File: src/rtl/ram_port_arbiter.sv
// rtl/ram_port_arbiter.sv - round-robin arbiter sharing one RAM port between fetch and data requesters
// Partial-word data writes become a read-modify-write: a read phase, then one write-back cycle.
module ram_port_arbiter #(
  parameter int ADDR_W = 12
) (
  input  logic              clk,
  input  logic              rstn,
  input  logic              r0_req,
  input  logic [ADDR_W-1:0] r0_addr,
  output logic              r0_gnt,
  output logic              r0_rvalid,
  output logic [31:0]       r0_rdata,
  input  logic              r1_req,
  input  logic              r1_we,
  input  logic [3:0]        r1_be,
  input  logic [ADDR_W-1:0] r1_addr,
  input  logic [31:0]       r1_wdata,
  output logic              r1_gnt,
  output logic              r1_rvalid,
  output logic [31:0]       r1_rdata,
  output logic              ram_we,
  output logic [ADDR_W-1:0] ram_addr,
  output logic [31:0]       ram_din,
  input  logic [31:0]       ram_dout
);

  localparam logic ST_ARB    = 1'b0;
  localparam logic ST_RMW_WB = 1'b1;

  logic              state_q;
  logic              last_q;
  logic [ADDR_W-1:0] addr_q;
  logic [31:0]       din_q;
  logic [ADDR_W-1:0] rmw_addr_q;
  logic [3:0]        rmw_be_q;
  logic [31:0]       rmw_wdata_q;

  logic              gnt0_c;
  logic              gnt1_c;
  logic              full_wr_c;
  logic              part_wr_c;
  logic [31:0]       merged_c;
  logic [ADDR_W-1:0] ram_addr_c;
  logic [31:0]       ram_din_c;
  logic              ram_we_c;

  // last_q = 1 means r1 was granted last, so r0 wins a tie.
  always_comb begin
    gnt0_c = 1'b0;
    gnt1_c = 1'b0;
    if (rstn && state_q == ST_ARB) begin
      if (r0_req && r1_req) begin
        gnt0_c = last_q;
        gnt1_c = !last_q;
      end else begin
        gnt0_c = r0_req;
        gnt1_c = r1_req;
      end
    end
  end

  assign full_wr_c = gnt1_c && r1_we && (r1_be == 4'hF);
  assign part_wr_c = gnt1_c && r1_we && (r1_be != 4'h0) && (r1_be != 4'hF);

  always_comb begin
    merged_c = ram_dout;
    for (int i = 0; i < 4; i++) begin
      if (rmw_be_q[i]) begin
        merged_c[8*i +: 8] = rmw_wdata_q[8*i +: 8];
      end
    end
  end

  always_comb begin
    ram_addr_c = addr_q;
    ram_din_c  = din_q;
    ram_we_c   = 1'b0;
    if (!rstn) begin
      ram_addr_c = '0;
      ram_din_c  = '0;
    end else if (state_q == ST_RMW_WB) begin
      ram_addr_c = rmw_addr_q;
      ram_din_c  = merged_c;
      ram_we_c   = 1'b1;
    end else if (gnt0_c) begin
      ram_addr_c = r0_addr;
    end else if (gnt1_c) begin
      ram_addr_c = r1_addr;
      if (full_wr_c) begin
        ram_din_c = r1_wdata;
        ram_we_c  = 1'b1;
      end
    end
  end

  always_ff @(posedge clk or negedge rstn) begin
    if (!rstn) begin
      state_q     <= ST_ARB;
      last_q      <= 1'b1;
      addr_q      <= '0;
      din_q       <= '0;
      rmw_addr_q  <= '0;
      rmw_be_q    <= 4'h0;
      rmw_wdata_q <= '0;
      r0_rvalid   <= 1'b0;
      r1_rvalid   <= 1'b0;
    end else begin
      addr_q    <= ram_addr_c;
      din_q     <= ram_din_c;
      r0_rvalid <= gnt0_c;
      // A partial write acknowledges from the write-back cycle, not the read phase.
      r1_rvalid <= (gnt1_c && !part_wr_c) || (state_q == ST_RMW_WB);
      if (gnt0_c) begin
        last_q <= 1'b0;
      end else if (gnt1_c) begin
        last_q <= 1'b1;
      end
      if (part_wr_c) begin
        state_q     <= ST_RMW_WB;
        rmw_addr_q  <= r1_addr;
        rmw_be_q    <= r1_be;
        rmw_wdata_q <= r1_wdata;
      end else begin
        state_q <= ST_ARB;
      end
    end
  end

  assign r0_gnt   = gnt0_c;
  assign r1_gnt   = gnt1_c;
  assign ram_we   = ram_we_c;
  assign ram_addr = ram_addr_c;
  assign ram_din  = ram_din_c;
  assign r0_rdata = ram_dout;
  assign r1_rdata = ram_dout;

endmodule
File: config.mk
export PLATFORM = sky130hd
export DESIGN_NAME = ram_port_arbiter
export DESIGN_NICKNAME = d
export VERILOG_FILES = /design/src/rtl/ram_port_arbiter.sv
export SDC_FILE = /design/constraint.sdc
export NUM_CORES = 1
export LEC_CHECK = 0
export BUFFER_PORTS_ARGS = -buffer_cell sky130_fd_sc_hd__buf_4
export CAP_MARGIN = 0
export CORE_ASPECT_RATIO = 0.7
export CORE_MARGIN = 2
export CORE_UTILIZATION = 45
export CTS_BUF_LIST = sky130_fd_sc_hd__clkbuf_8
export DETAILED_ROUTE_END_ITERATION = 16
export PLACE_DENSITY = 0.81
export SKIP_LAST_GASP = 1
export SLEW_MARGIN = 20
export SYNTH_ARGS = -nofsm -noshare
export SYNTH_HDL_FRONTEND = slang
export SYNTH_SLANG_ARGS = --single-unit
File: constraint.sdc
create_clock -name clk -period 1.61 [get_ports clk]
set_input_delay 0.161 -clock clk [delete_from_list [all_inputs] [get_ports clk]]
set_output_delay 0.161 -clock clk [all_outputs]
set_load 0.01 [all_outputs]
After elaboration in Yosys (flattened, before gate mapping)
Cells that the tools add are included.
Widths: inputs -> output; s select.
{"block": "totals", "reg_bits": 96, "inputBits": 97, "word_cells": 49, "output_inout_bits": 113}
{"block": "op_classes", "reduce_logical": 12, "n_eq_ne": 2, "bitwise_logic": 1, "mux": 25}
{"op": "$mux 32", "n": 5}
{"op": "$mux 12", "n": 4}
{"op": "$mux 8", "n": 4}
{"op": "$mux 1", "n": 12}
{"op": "$logic_and 1x1->1", "n": 7}
{"op": "$eq 4x4->1 const B", "n": 1}
{"op": "$ne 4x4->1 const B", "n": 1}
{"op": "$reduce_bool 4->1", "n": 1}
{"op": "$logic_not 1->1", "n": 2}
{"op": "$reduce_bool 2->1", "n": 1}
{"op": "$logic_or 1x1->1", "n": 1}
{"op": "$not 1->1", "n": 1}

Logic depth before layout (Yosys ltp)
{"block": "logic_depth", "depth_word": 10, "mapped_depth": 7, "ltp_nobuf": 4}

Worst setup path after synthesis
OpenSTA, ideal clock, no wires.
{"block": "synth_timing", "path_type": "register to register", "from": "reg state_q", "to": "reg rmw_addr_q[10]", "setup_time_ns": 0.125, "period_less_slack_ns": 1.728, "setup_slack_ns": -0.118, "n_path_buf": 3, "arrival_ns": 1.603, "required_time_ns": 1.485, "stages_incl_launch_ff": 8, "path_cell_list": "dfrtp_1 -> buf_2 -> and3b_2 -> nand3b_2 -> nor2_4 -> buf_6 -> buf_8 -> mux2_4"}
{"block": "synth_via", "elab_chain_len": 6}
{"item": "start: declaration", "line": "30", "source": "logic state_q;"}
{"item": "start signal: assignment", "line": "98", "source": "state_q <= ST_ARB;"}
{"item": "start signal: assignment", "line": "119", "source": "state_q <= ST_RMW_WB;"}
{"item": "start signal: assignment", "line": "124", "source": "state_q <= ST_ARB;"}
{"item": "$not 1->1", "line": "51", "source": "if (rstn && state_q == ST_ARB) begin"}
{"item": "$logic_and 1x1->1", "line": "51"}
{"item": "$mux 1", "line": "51"}
{"item": "$logic_and 1x1->1 (3 in a row)", "line": "63", "source": "assign part_wr_c = gnt1_c && r1_we && (r1_be != 4'h0) && (r1_be != 4'hF);"}
{"item": "net part_wr_c", "line": "41", "source": "logic part_wr_c;"}
{"item": "end signal: assignment", "line": "120", "source": "rmw_addr_q <= r1_addr;"}
{"item": "end: declaration", "line": "34", "source": "logic [ADDR_W-1:0] rmw_addr_q;"}
The timed path passes the listed nets, and every way through them passes these cells.
A chain may end at the register's enable or synchronous reset.

Final worst setup path
{"block": "layout_timing", "from": "reg state_q", "to": "out ram_din[29]"}
{"block": "layout_via", "elab_chain_len": 10, "word_cells_on_any_way": 11, "cone_classes": "mux: 7; bitwise: 1; reduce/logical: 3"}
{"item": "$not 1->1", "line": "51"}
{"item": "$logic_and 1x1->1", "line": "51"}
{"item": "$mux 1", "line": "51"}
{"item": "$logic_and 1x1->1 (2 in a row)", "line": "62", "source": "assign full_wr_c = gnt1_c && r1_we && (r1_be == 4'hF);"}
{"item": "$mux 32", "line": "89", "source": "if (full_wr_c) begin"}
{"item": "$mux 32", "line": "87", "source": "end else if (gnt1_c) begin"}
{"item": "$mux 32", "line": "85", "source": "end else if (gnt0_c) begin"}
{"item": "$mux 32 *", "line": "81", "source": "end else if (state_q == ST_RMW_WB) begin"}
{"item": "$mux 32 *", "line": "78", "source": "if (!rstn) begin"}
{"item": "end: declaration", "line": "23", "source": "output logic [31:0] ram_din,"}
Mark *: on every way between the ends. The rest lies on a longest branch, timed or not.

==> reports/qor.yml <==
critical_path:
  r2r_cells: 7
  r2r-end: "rmw_addr_q[3]"
  worstPathRequired_ns: 1.45
  arrival_ns: 1.84
  crit_path_end: "ram_din[29]"
  start_kind: "flop"
  critPathLaunch: "state_q"
  endpoint_kind: "primary output"
  critical_path_class: "reg2out"
  r2r_slack_ns: -0.29
  cp_max_fo: 18
  r2r-start: "state_q"
route:
  ant_nets: 0
  dr.first_iter.drc_count: 150
  vias: 3814
  drt_wl_total_microns: 13300
  first_pass_iters: 4
  wire_per_inst_microns: 17.9
  viasPerCell: 5.16
  drc: 0
min_path:
  hold_depth: 2
  hold_path.class: "in2reg"
synthesis:
  synth_edf_count: 0
  ys_ff_latch: 96
  synth.avg_cell_area_sq_um: 12.4
  yosys-top-cells-count: "dfrtp_1 (95), buf_4 (70), mux2i_1 (44)"
  yosysUniqueCellTypes: 29
  synth_seq_area_share_pct: 48.3
  synth_top_cell_area_share_pct: 47.8
  synth_most_common_cell: "dfrtp_1"
  syn-cell-area_sq_mm: 0.00497
  syn-num-nets: 498
  yosysWarnings: 0
  yosys.area.top_type: "dfrtp_1"
  synthArstFlopShare_pct: 100
  ys_top_cells_by_area: "dfrtp_1 (48%), buf_4 (11%), mux2i_1 (8.9%), mux2_2 (8.8%), o221a_2 (7.2%)"
  syn_inst: 401
  ys.flop_type: "dfrtp_1"
timing:
  fin_crit_sh_pct: 124
  final.min_clock_period_ns: 2.00
  relSlewSlack_pct: 52.5
  finalMaxSlewViolations: 0
  worst_pin_slew_ns: 0.710
  fin_skew_ns: 0.0107
  layout_setup_ws_ns: -0.392
  setup_viol_count_final: 96
  hold_violations: 0
  holdWs_ns: 0.0414
  rsz0062_at_grt: "yes"
  fmax_mhz: 499
run:
  drv_cap: 0
outcome:
  status: "finished, violations left"
  violations: "negative setup slack"
power:
  cellLeakagePower_nw: 3.52
  power_frac_comb_pct: 29.1
  switchingPower_mw: 1.85
  seq_power_share_pct: 48.3
  clockPowerShare_pct: 22.6
  power_density_mw_per_mm2: 925
  internal_power_mw: 4.66
  irDropWorstVdd_mv: 0.629
  switching_share_pct: 28.4
floorplan:
  rows: 32
  die_y_microns: 91.9
  ioPinCount: 210
  dieArea_sq_mm: 0.0119
  initial_core_util_pct: 45.7
  die_width_microns: 130
  core_sq_mm: 0.0109
clocking:
  clock-sinks: 96
  clockBufferDepth: 2
  cts_buffers: 9
  clk_latency_ns: 0.36
  cts_tree: "yes"
  h-tree-depth: 3
  root_buffer: "clkbuf_8"
  clkTransAtPathRegs_ns: 0.09
place:
  gp_congestion: 0.753
  dpl-instance-area_sq_mm: 0.00651
  portBuffers: 209
  dp.final_hpwl_microns: 9190
layout:
  drive_above_1_share_pct: 64.3
  area_growth_pct: 41.5
  n_antenna_cell: 0
  final_area_sq_mm: 0.00704
  n_fill_cell: 833
  final_nets: 678
  register_area_sq_mm: 0.00240
  multiInputGateArea_sq_mm: 0.00204
global_routing:
  grt_pass1_wl_microns: 20400
  grt_pass1_vias: 3965
  grt_max_degree: 23
  overflow: 0
  antenna_found_initial: 0
  grt_usage_pct: 22.1
## per-layer routing
| layer | track usage [%] | part of all wire, % | routed length [microns] |
|---|---|---|---|
| met5 | 0 | 0 | 0 |
| met4 | 6.54 | 1.4 | 184 |
| met3 | 5.48 | 6.3 | 833 |
| met2 | 37.0 | 49 | 6500 |
| met1 | 28.2 | 43 | 5740 |
## per-stage QoR
step,setup TNS (ns),util [%],cells,worst slack (ns),total power [mW]
final,-26.70,64.6,739,-0.392,6.51
after floorplan,-3.76,-,401,-0.102,4.21
after global placement,-2.28,59.8,707,-0.0734,4.90
after CTS,-26.85,63.9,738,-0.434,6.54
after global routing,-33.33,64.6,739,-0.479,6.88
after detailed placement,-5.49,59.8,707,-0.130,4.98
## area by class of cell
cell class / instances / area share (%)
well taps: 153 / 2.72
repair buffers: 260 / 30.7
inverters: 15 / 0.800
clock buffers: 11 / 2.15
clock inverters: 5 / 0.462
flip-flops and latches: 96 / 34.2
multi-input cells: 199 / 29.0
## repair_timing
action                                  in CTS  in global routing
pin swaps                                    1                  1
resized for setup                           22                 13
buffers inserted                             7                  0
cloned                                       2                  1
endpoints found under the setup margin      86                 96
hold buffers                                 6                  0
hold endpoints to repair                    74                  0
## worst min-delay path by stage
stage | start | to | slack, ns
after floorplan | rstn | addr_q[0] | -0.13
after global placement | rstn | rmw_wdata_q[23] | 0.29
after detailed placement | rstn | rmw_wdata_q[23] | 0.28
after CTS | r1_addr[3] | rmw_addr_q[3] | 0.02
after global routing | r1_wdata[27] | rmw_wdata_q[27] | 0.02
final | r1_wdata[10] | rmw_wdata_q[10] | 0.04
## logic make-up (layout without fill, tap and decap cells)
group	after synthesis	after routing	share of synthesized area, %
flops	96	96	48.3
mux	88	88	19.2
buf+inv	106	291	13.8
compound gates	84	84	15.6
simple gates	27	27	3.02
## layout by cell type (no fill, tap or decap), types with 2 or more instances in the layout
master         instances
mux2_2                39
buf_12                 8
o221ai_1               2
nand2_1               13
nand2b_4               2
mux2_4                 5
o22a_1                 4
dlygate4sd3_1          5
dfrtp_1               94
nor2_1                 2
a21boi_0              32
buf_6                  6
inv_1                 17
buf_8                  2
clkbuf_8              11
mux2i_2                6
buf_4                235
nand2_2                2
o221a_2               32
mux2i_4                2
o221ai_2              10
mux2i_1               36
## critical path, stage by stage (launching register included)
cell	delay, ns
dfrtp_1	0.40
and3b_2	0.30
nand4_4	0.13
nand2b_4	0.13
buf_12	0.16
o221a_2	0.22
buf_4	0.13
## power groups by stage
stage	Clock (mW)	Combinational [mW]	Sequential, mW
after floorplan	0	1.17	3.04
after global placement	0	1.76	3.15
after detailed placement	0	1.80	3.18
after CTS	1.53	1.88	3.14
after global routing	1.64	2.04	3.20
final	1.47	1.90	3.14
## sequential cells by signal, indices dropped and copies added, names as in the netlist
signal and flops:
r0_rvalid 1, addr_q 12, state_q 1, din_q 32, rmw_be_q 4, rmw_addr_q 12
last_q 1, rmw_wdata_q 32, r1_rvalid 1
(Power assumes the default switching activity.)
